### config.mk
export PLATFORM = sky130hd
export DESIGN_NAME = ucsbece154a_mem_arbiter_flat
export DESIGN_NICKNAME = d
export VERILOG_FILES = /design/src/rtl/ucsbece154a_mem_arbiter_if.sv /design/src/rtl/ucsbece154a_mem_arbiter.sv /design/src/flat_wrapper.sv
export SDC_FILE = /design/constraint.sdc
export NUM_CORES = 1
export LEC_CHECK = 0
export CAP_MARGIN = 10
export CORE_ASPECT_RATIO = 0.7
export CORE_MARGIN = 8
export CORE_UTILIZATION = 36
export CTS_CLUSTER_DIAMETER = 80
export CTS_CLUSTER_SIZE = 10
export DETAILED_ROUTE_END_ITERATION = 6
export PLACE_DENSITY = 0.83
export SKIP_CTS_REPAIR_TIMING = 1
export SYNTH_ARGS = -nofsm -noshare
export SYNTH_HDL_FRONTEND = slang
export SYNTH_SLANG_ARGS = --single-unit
export TNS_END_PERCENT = 1
### constraint.sdc
create_clock -name clk -period 3.08 [get_ports clk]
set_input_delay 0.616 -clock clk [delete_from_list [all_inputs] [get_ports clk]]
set_output_delay 0.616 -clock clk [all_outputs]
set_load 0.05 [all_outputs]
### src/rtl/ucsbece154a_mem_arbiter_if.sv
// Bundles the core, aux and memory-macro signals seen by the unified-memory arbiter.
// Latency: none, wires only; timing is set by the arbiter.
// Backpressure: req is held by each requester until its ack pulse; the memory cannot stall.
//
// Ports (signal groups):
//   core_*  core request side (req/we/adr/wd in, rd/ack out)
//   aux_*   aux loader/debug request side (same shape as core)
//   mem_*   memory macro side (en/we/adr/wd out, rd in)
//   grant_o current owner: 01 core, 10 aux, 00 none
// slave modport is the arbiter's view; master is the environment's view.
interface ucsbece154a_mem_arbiter_if #(
    parameter int ADDR_W = 32,
    parameter int DATA_W = 32
);
    logic              core_req_i;
    logic              core_we_i;
    logic [ADDR_W-1:0] core_adr_i;
    logic [DATA_W-1:0] core_wd_i;
    logic [DATA_W-1:0] core_rd_o;
    logic              core_ack_o;

    logic              aux_req_i;
    logic              aux_we_i;
    logic [ADDR_W-1:0] aux_adr_i;
    logic [DATA_W-1:0] aux_wd_i;
    logic [DATA_W-1:0] aux_rd_o;
    logic              aux_ack_o;

    logic              mem_en_o;
    logic              mem_we_o;
    logic [ADDR_W-1:0] mem_adr_o;
    logic [DATA_W-1:0] mem_wd_o;
    logic [DATA_W-1:0] mem_rd_i;

    logic [1:0]        grant_o;

    modport slave (
        input  core_req_i, core_we_i, core_adr_i, core_wd_i,
        input  aux_req_i, aux_we_i, aux_adr_i, aux_wd_i,
        input  mem_rd_i,
        output core_rd_o, core_ack_o, aux_rd_o, aux_ack_o,
        output mem_en_o, mem_we_o, mem_adr_o, mem_wd_o, grant_o
    );

    modport master (
        output core_req_i, core_we_i, core_adr_i, core_wd_i,
        output aux_req_i, aux_we_i, aux_adr_i, aux_wd_i,
        output mem_rd_i,
        input  core_rd_o, core_ack_o, aux_rd_o, aux_ack_o,
        input  mem_en_o, mem_we_o, mem_adr_o, mem_wd_o, grant_o
    );
endinterface

### src/rtl/ucsbece154a_mem_arbiter.sv
// Shares one unified memory between the core (fixed priority) and an aux port, with starvation relief for aux.
// Latency: request seen in IDLE at cycle t -> ack in cycle t+MEM_LAT+1; one access per MEM_LAT+2 cycles.
// Backpressure: requesters hold req until ack; the loser of arbitration simply waits in IDLE.
//
// Ports:
//   clk    clock, all state on posedge
//   reset  synchronous active-low reset
//   bus    arbiter view (slave modport) of the core/aux/memory signal bundle
module ucsbece154a_mem_arbiter #(
    parameter int ADDR_W       = 32,
    parameter int DATA_W       = 32,
    parameter int MEM_LAT      = 2,
    parameter int STARVE_LIMIT = 4
) (
    input  logic                     clk,
    input  logic                     reset,
    ucsbece154a_mem_arbiter_if.slave bus
);
    localparam int SW = $clog2(STARVE_LIMIT + 1);
    localparam int CW = (MEM_LAT > 1) ? $clog2(MEM_LAT) : 1;

    typedef enum logic [1:0] {IDLE, ACCESS, RESP} state_t;

    state_t            state_q, state_d;
    logic [CW-1:0]     cnt_q, cnt_d;
    logic [1:0]        grant_q, grant_d;
    logic [SW-1:0]     starve_q, starve_d;
    logic [DATA_W-1:0] core_rd_q, core_rd_d;
    logic [DATA_W-1:0] aux_rd_q, aux_rd_d;

    logic              last_acc;
    logic              own_we;
    logic              starved;
    logic [ADDR_W-1:0] adr_mux;
    logic [DATA_W-1:0] wd_mux;

    always_ff @(posedge clk) begin
        if (!reset) begin
            state_q   <= IDLE;
            cnt_q     <= '0;
            grant_q   <= 2'b00;
            starve_q  <= '0;
            core_rd_q <= '0;
            aux_rd_q  <= '0;
        end else begin
            state_q   <= state_d;
            cnt_q     <= cnt_d;
            grant_q   <= grant_d;
            starve_q  <= starve_d;
            core_rd_q <= core_rd_d;
            aux_rd_q  <= aux_rd_d;
        end
    end

    always_comb begin
        state_d   = state_q;
        cnt_d     = cnt_q;
        grant_d   = grant_q;
        starve_d  = starve_q;
        core_rd_d = core_rd_q;
        aux_rd_d  = aux_rd_q;

        bus.mem_en_o   = 1'b0;
        bus.mem_we_o   = 1'b0;
        bus.mem_adr_o  = '0;
        bus.mem_wd_o   = '0;
        bus.core_ack_o = 1'b0;
        bus.aux_ack_o  = 1'b0;

        last_acc = (state_q == ACCESS) && (cnt_q == CW'(MEM_LAT - 1));
        own_we   = grant_q[1] ? bus.aux_we_i : bus.core_we_i;
        adr_mux  = grant_q[1] ? bus.aux_adr_i : bus.core_adr_i;
        wd_mux   = grant_q[1] ? bus.aux_wd_i : bus.core_wd_i;
        starved  = bus.aux_req_i && (starve_q == SW'(STARVE_LIMIT));

        case (state_q)
            IDLE: begin
                if (bus.core_req_i && !starved) begin
                    grant_d = 2'b01;
                    state_d = ACCESS;
                    cnt_d   = '0;
                    // Only a core win that makes aux wait counts towards starvation.
                    if (!bus.aux_req_i)
                        starve_d = '0;
                    else if (starve_q != SW'(STARVE_LIMIT))
                        starve_d = starve_q + 1'b1;
                end else if (bus.aux_req_i) begin
                    grant_d  = 2'b10;
                    state_d  = ACCESS;
                    cnt_d    = '0;
                    starve_d = '0;
                end
            end
            ACCESS: begin
                bus.mem_en_o  = 1'b1;
                bus.mem_adr_o = adr_mux;
                bus.mem_wd_o  = wd_mux;
                // Gated by reset so a reset landing on the strobe cycle cannot commit the write.
                bus.mem_we_o  = last_acc && own_we && reset;
                if (last_acc) begin
                    state_d = RESP;
                    cnt_d   = '0;
                    if (!own_we) begin
                        if (grant_q[1])
                            aux_rd_d = bus.mem_rd_i;
                        else
                            core_rd_d = bus.mem_rd_i;
                    end
                end else begin
                    cnt_d = cnt_q + 1'b1;
                end
            end
            RESP: begin
                bus.core_ack_o = grant_q[0];
                bus.aux_ack_o  = grant_q[1];
                grant_d        = 2'b00;
                state_d        = IDLE;
            end
            default: begin
                state_d = IDLE;
                grant_d = 2'b00;
            end
        endcase

        bus.grant_o   = grant_q;
        bus.core_rd_o = core_rd_q;
        bus.aux_rd_o  = aux_rd_q;
    end
endmodule
### src/flat_wrapper.sv
// flat-port wrapper written by rule: the top's interface ports become plain ports
module ucsbece154a_mem_arbiter_flat 
#(
    parameter int ADDR_W       = 32,
    parameter int DATA_W       = 32,
    parameter int MEM_LAT      = 2,
    parameter int STARVE_LIMIT = 4
)
  (clk, reset, bus_core_req_i, bus_core_we_i, bus_core_adr_i, bus_core_wd_i, bus_aux_req_i, bus_aux_we_i, bus_aux_adr_i, bus_aux_wd_i, bus_mem_rd_i, bus_core_rd_o, bus_core_ack_o, bus_aux_rd_o, bus_aux_ack_o, bus_mem_en_o, bus_mem_we_o, bus_mem_adr_o, bus_mem_wd_o, bus_grant_o);
  ucsbece154a_mem_arbiter_if #(.ADDR_W(ADDR_W), .DATA_W(DATA_W)) bus_i ();
  input  logic clk;
  input  logic reset;
  input wire logic [$bits(bus_i.core_req_i)-1:0] bus_core_req_i;
  input wire logic [$bits(bus_i.core_we_i)-1:0] bus_core_we_i;
  input wire logic [$bits(bus_i.core_adr_i)-1:0] bus_core_adr_i;
  input wire logic [$bits(bus_i.core_wd_i)-1:0] bus_core_wd_i;
  input wire logic [$bits(bus_i.aux_req_i)-1:0] bus_aux_req_i;
  input wire logic [$bits(bus_i.aux_we_i)-1:0] bus_aux_we_i;
  input wire logic [$bits(bus_i.aux_adr_i)-1:0] bus_aux_adr_i;
  input wire logic [$bits(bus_i.aux_wd_i)-1:0] bus_aux_wd_i;
  input wire logic [$bits(bus_i.mem_rd_i)-1:0] bus_mem_rd_i;
  output wire logic [$bits(bus_i.core_rd_o)-1:0] bus_core_rd_o;
  output wire logic [$bits(bus_i.core_ack_o)-1:0] bus_core_ack_o;
  output wire logic [$bits(bus_i.aux_rd_o)-1:0] bus_aux_rd_o;
  output wire logic [$bits(bus_i.aux_ack_o)-1:0] bus_aux_ack_o;
  output wire logic [$bits(bus_i.mem_en_o)-1:0] bus_mem_en_o;
  output wire logic [$bits(bus_i.mem_we_o)-1:0] bus_mem_we_o;
  output wire logic [$bits(bus_i.mem_adr_o)-1:0] bus_mem_adr_o;
  output wire logic [$bits(bus_i.mem_wd_o)-1:0] bus_mem_wd_o;
  output wire logic [$bits(bus_i.grant_o)-1:0] bus_grant_o;
  assign bus_i.core_req_i = bus_core_req_i;
  assign bus_i.core_we_i = bus_core_we_i;
  assign bus_i.core_adr_i = bus_core_adr_i;
  assign bus_i.core_wd_i = bus_core_wd_i;
  assign bus_i.aux_req_i = bus_aux_req_i;
  assign bus_i.aux_we_i = bus_aux_we_i;
  assign bus_i.aux_adr_i = bus_aux_adr_i;
  assign bus_i.aux_wd_i = bus_aux_wd_i;
  assign bus_i.mem_rd_i = bus_mem_rd_i;
  assign bus_core_rd_o = bus_i.core_rd_o;
  assign bus_core_ack_o = bus_i.core_ack_o;
  assign bus_aux_rd_o = bus_i.aux_rd_o;
  assign bus_aux_ack_o = bus_i.aux_ack_o;
  assign bus_mem_en_o = bus_i.mem_en_o;
  assign bus_mem_we_o = bus_i.mem_we_o;
  assign bus_mem_adr_o = bus_i.mem_adr_o;
  assign bus_mem_wd_o = bus_i.mem_wd_o;
  assign bus_grant_o = bus_i.grant_o;
  ucsbece154a_mem_arbiter #(.ADDR_W(ADDR_W), .DATA_W(DATA_W), .MEM_LAT(MEM_LAT), .STARVE_LIMIT(STARVE_LIMIT)) u_core (.clk(clk), .reset(reset), .bus(bus_i));
endmodule
Word-level counts from Yosys, hierarchy flattened
Index checks and enable logic that the tools add are counted.

operators by class
  reductions and logical operators = 15
  mux-type cells = 24
  bitwise operators = 3
  $add $sub $neg = 2
  eq/ne operators = 7

operators with widths
  cell                   number
  $mux W32               4
  $mux W3                4
  $mux W2                5
  $mux W1                8
  $pmux W2 S2            2
  $reduce_and A4 Y1      2
  $ne A3 B3 Y1 const B   2
  $reduce_and A2 Y1      3
  $logic_and A1 B1 Y1    5
  $reduce_bool A2 Y1     2
  $add A3 B1 Y3 const B  1
  $eq A3 B3 Y1 const B   1
  $ne A3 B2 Y1 const B   1
  $not A1 Y1             3
  $reduce_and A3 Y1      1
  $eq A2 B1 Y1 const B   1
  $eq A2 B2 Y1 const B   1
  $logic_not A2 Y1       1
  $ne A2 B1 Y1 const B   1
  $pmux W1 S2            1
  $add A1 B1 Y1 const B  1
  $logic_not A1 Y1       1

storage, ports and cells
  register bits after elaboration = 72
  output and inout bits = 134
  input port bits = 166
  logic and storage cells = 57

Logic depth before layout (Yosys ltp)
  depth in word-level cells = 6
  mapped depth = 6
  depth with buffers taken out = 5

Worst setup path before layout
Ideal clock, no wire load.

  path type = register to output
  start = register u_core.grant_q[1] (netlist: u_core.bus.grant_o[1])
  end = output bus_mem_we_o
  data required time = 2.464 ns
  arrival time = 2.147 ns
  cell stages (with the launch flop) = 5
  path buffers = 2
  slack = 0.317 ns
  cell sequence = dfxtp_1 buf_2 buf_4 mux2i_1 nor3_1

on the way
  cells in the longest elaborated chain, start to end = 4

RTL lines
  what                              line                           source
  from (decl)                       ucsbece154a_mem_arbiter.sv:26  logic [1:0] grant_q, grant_d;
  from (signal assigned)            ucsbece154a_mem_arbiter.sv:48  grant_q <= grant_d;
  $mux W1                           ucsbece154a_mem_arbiter.sv:71  own_we = grant_q[1] ? bus.aux_we_i : bus.core_we_i;
  $logic_and A1 B1 Y1 (2 in a row)  ucsbece154a_mem_arbiter.sv:99  bus.mem_we_o = last_acc && own_we && reset;
  $mux W1                           ucsbece154a_mem_arbiter.sv:76  case (state_q)
  to (decl)                         flat_wrapper.sv:27             output wire logic [$bits(bus_i.mem_we_o)-1:0] bus_mem_we_o;

Every way passes these cells.

Final worst setup path
  start = register u_core.grant_q[1] (netlist: u_core.bus.grant_o[1])
  end = output bus_mem_adr_o[16]

on the way
  cells in the longest elaborated chain, start to end = 2

RTL lines
  what       line                           source
  $mux W32   ucsbece154a_mem_arbiter.sv:72  adr_mux = grant_q[1] ? bus.aux_adr_i : bus.core_adr_i;
  $mux W32   ucsbece154a_mem_arbiter.sv:76
  to (decl)  flat_wrapper.sv:28             output wire logic [$bits(bus_i.mem_adr_o)-1:0] bus_mem_adr_o;

Every way passes these cells.

==> flow_summary.ini <==
[status]
status = completed

[layout]
syn_to_final_growth_pct = 86.13
drive_gt1_frac = 0.08953
final_nets = 890
fill_cells = 803
design_area_um2 = 7071

[setup_path]
reg2regPathDepth = 5
critPathRequiredTime_ns = 2.46
path_buf_inv = 1
crit_chain = mux2i_1 -> nor2_1 -> clkdlybuf4s50_1
cp-endpoint = bus_mem_adr_o[16]
cp.depth = 3
r2r_slack_ns = 0.96
worstPathArrival_ns = 2.28
cp_slowest_stage_delay_ns = 0.83
cp_max_fo = 40
startpoint_type = register
slowest_stage = clkdlybuf4s50_1
path_class = register to primary output
critPathLaunch = u_core.bus.grant_o[1]$_SDFFE_PN0P_
r2r_end = u_core.bus.aux_rd_o[27]$_SDFFE_PN0P_
endpoint_kind = primary output
cp_top_family = buffers and inverters
reg2reg_from = u_core.state_q[0]$_SDFFE_PN0P_

[route]
firstDrtPassIters = 4
drc = 0
drtIter0Drc = 158
wl_per_cell_um = 19.48
ant_nets = 0
dr_total_vias = 4109
vias_per_cell = 4.783
wl_um = 16730

[global_route]
grt_remaining_overflow = 0
antenna_found_initial = 1
grt_max_degree = 103
grt_pass1_wl_um = 24530
global_route.usage.total = 0.2222
first_global_vias = 4255

[place]
globalplace.congestion = 0.8509
io_buffers = 299
place_area_um2 = 6749
dp_hpwl_um = 13470
place_ws_ns = 0.3328

[clock_network]
cts-htree-levels = 3
cts_buffer_depth = 2
cts_root_buf = clkbuf_16
insertion_delay_ns = 0.32
clk_pin_slew_ns = 0.06
tritoncts = done
cts_buffers = 9
cts.sinks = 72

[timing]
relSlewSlack = 0.3697
setup_viol = 0
period_share = 0.9408
finalHoldViolations = 0
fin_skew_ns = 0.004465
timing.setup.tns_ns = 0
fin_crit_ns = 2.898
holdWs_ns = 0.4575
max_freq_mhz = 345.1
tightestPinTransition_ns = 0.9455
finalMaxSlewViolations = 0
rsz0062_at_grt = false
fin_ws_ns = 0.1824

[synthesis]
synth-seq-cells = 72
synthCells = 437
yosysUniqueCellTypes = 32
synth_seq_area_share = 0.3794
avgSynthCellArea_um2 = 8.693
synth.cell_area_um2 = 3799
ys_warn_count = 0
syn_nets = 605

[worst_hold_path]
hold_class = register to register

[floorplanning]
initial_core_util = 0.3682
die_w_um = 138.8
die_area_um2 = 14150
io_pins = 300
coreArea_um2 = 10320
die_h_um = 101.9
num_rows = 31

[pwr]
power_mw = 2.942
peakVddDrop_mv = 0.3037
leakagePower_nw = 2.847
p_per_area_nw_per_um2 = 416.1

[flow_run]
maxCapViolCount = 0
cells in the final DEF (no fill, tap or decap), drive strengths merged, types with 3 or more instances in the layout:
cell,Yosys,final
nor2,69,69
clkdlybuf4s50,0,262
buf,20,45
mux2i,129,129
inv,5,6
o21ai,4,4
nand2b,3,3
dfxtp,72,72
clkbuf,13,10
a21boi,3,3
nand3,4,4
nand2,98,98
per-layer routing:
layer / track usage / up-vias / routed length [um]
li1: - / 2024 / -
met1: 0.2350 / 1884 / 6703
met2: 0.4029 / 181 / 8221
met3: 0.08959 / 20 / 1486
met4: 0.07305 / 0 / 318
met5: 0 / - / 0
registers in the layout, summed over array words and instances (netlist names):
signal                cells
u_core.bus.aux_rd_o      32
u_core.bus.core_rd_o     32
u_core.starve_q           3
u_core.bus.grant_o        2
u_core.state_q            2
u_core.cnt_q              1
final cells by class:
class	instances	area, um2	area share
antenna	1	2.502	0.0003539
clock buffer	10	239.0	0.03380
clock inverter	5	80.08	0.01133
inverter	5	18.77	0.002654
multi-input combinational	327	2150	0.3040
sequential	72	1445	0.2044
tap	132	165.2	0.02336
timing repair buffer	307	2970	0.4201
cells in the mapped netlist:
cell | count | area, um2
mux2i_1 | 129 | 1291
and4b_1 | 1 | 10.01
a21oi_1 | 1 | 5.000
nand3b_1 | 1 | 7.510
or2_1 | 1 | 6.260
and2_1 | 1 | 6.260
and3_1 | 2 | 12.51
inv_2 | 1 | 3.750
a21o_1 | 1 | 7.510
buf_2 | 8 | 40.04
buf_6 | 2 | 22.52
nor2_1 | 69 | 259.0
o21ai_0 | 4 | 20.02
buf_8 | 2 | 30.03
a21boi_1 | 3 | 22.52
dfxtp_1 | 72 | 1441
buf_4 | 5 | 37.54
nor3_1 | 1 | 5.000
clkbuf_1 | 13 | 48.80
nand3_2 | 1 | 10.01
o22ai_1 | 1 | 6.260
nor4bb_1 | 2 | 20.02
nand2b_4 | 1 | 13.76
xnor2_1 | 1 | 8.760
nand3_1 | 3 | 15.01
inv_1 | 4 | 15.01
nand2_1 | 98 | 367.9
buf_1 | 3 | 11.26
o31ai_1 | 1 | 7.510
ha_1 | 2 | 25.02
a32oi_1 | 1 | 8.760
nand2b_1 | 2 | 12.51
kinds of logic (layout without fill, tap and decap cells):
| family | after synthesis | after routing | share of synthesized area |
|---|---|---|---|
| AO/OA/AOI/OAI | 12 | 12 | 0.02042 |
| multiplexers | 129 | 129 | 0.3399 |
| XOR/XNOR | 1 | 1 | 0.002306 |
| other | 0 | 1 | 0 |
| adder cells (fa/ha/maj) | 2 | 2 | 0.006587 |
| buffers and inverters | 38 | 327 | 0.05501 |
| flip-flops | 72 | 72 | 0.3794 |
| AND/OR/NAND/NOR | 183 | 183 | 0.1963 |
through the flow:
stage	utilization	std cells
3_5_place_dp	0.6541	843
3_3_place_gp	0.6541	843
2_1_floorplan	-	437
4_1_cts	0.6851	858
5_1_grt	0.6853	859
6_report	0.6853	859
worst register-to-register path: stages, from the launching register on:
cell	delay (ns)
dfxtp_1	0.45
nand2b_4	0.36
inv_2	0.22
and4b_2	0.24
buf_4	0.48
mux2i_1	0.30
worst min-delay path by stage:
stage / start / to / slack, ns / cells after the start
floorplan: u_core.starve_q[2]$_SDFFE_PN0P_ / u_core.starve_q[2]$_SDFFE_PN0P_ / 0.46 / 2
global placement: u_core.bus.aux_rd_o[4]$_SDFFE_PN0P_ / u_core.bus.aux_rd_o[4]$_SDFFE_PN0P_ / 0.44 / 2
detailed placement: u_core.bus.aux_rd_o[6]$_SDFFE_PN0P_ / u_core.bus.aux_rd_o[6]$_SDFFE_PN0P_ / 0.45 / 2
CTS: u_core.bus.aux_rd_o[23]$_SDFFE_PN0P_ / u_core.bus.aux_rd_o[23]$_SDFFE_PN0P_ / 0.46 / 2
global route: u_core.bus.core_rd_o[12]$_SDFFE_PN0P_ / u_core.bus.core_rd_o[12]$_SDFFE_PN0P_ / 0.48 / 2
finish: u_core.bus.aux_rd_o[0]$_SDFFE_PN0P_ / u_core.bus.aux_rd_o[0]$_SDFFE_PN0P_ / 0.46 / 2
where the power goes:
group          switching [mW]  internal [mW]  total (mW)
clock network           0.377          0.726        1.10
registers              0.0242          0.943       0.967
logic                   0.488          0.384       0.872
Note: power is estimated with default switching activity, not from simulation.
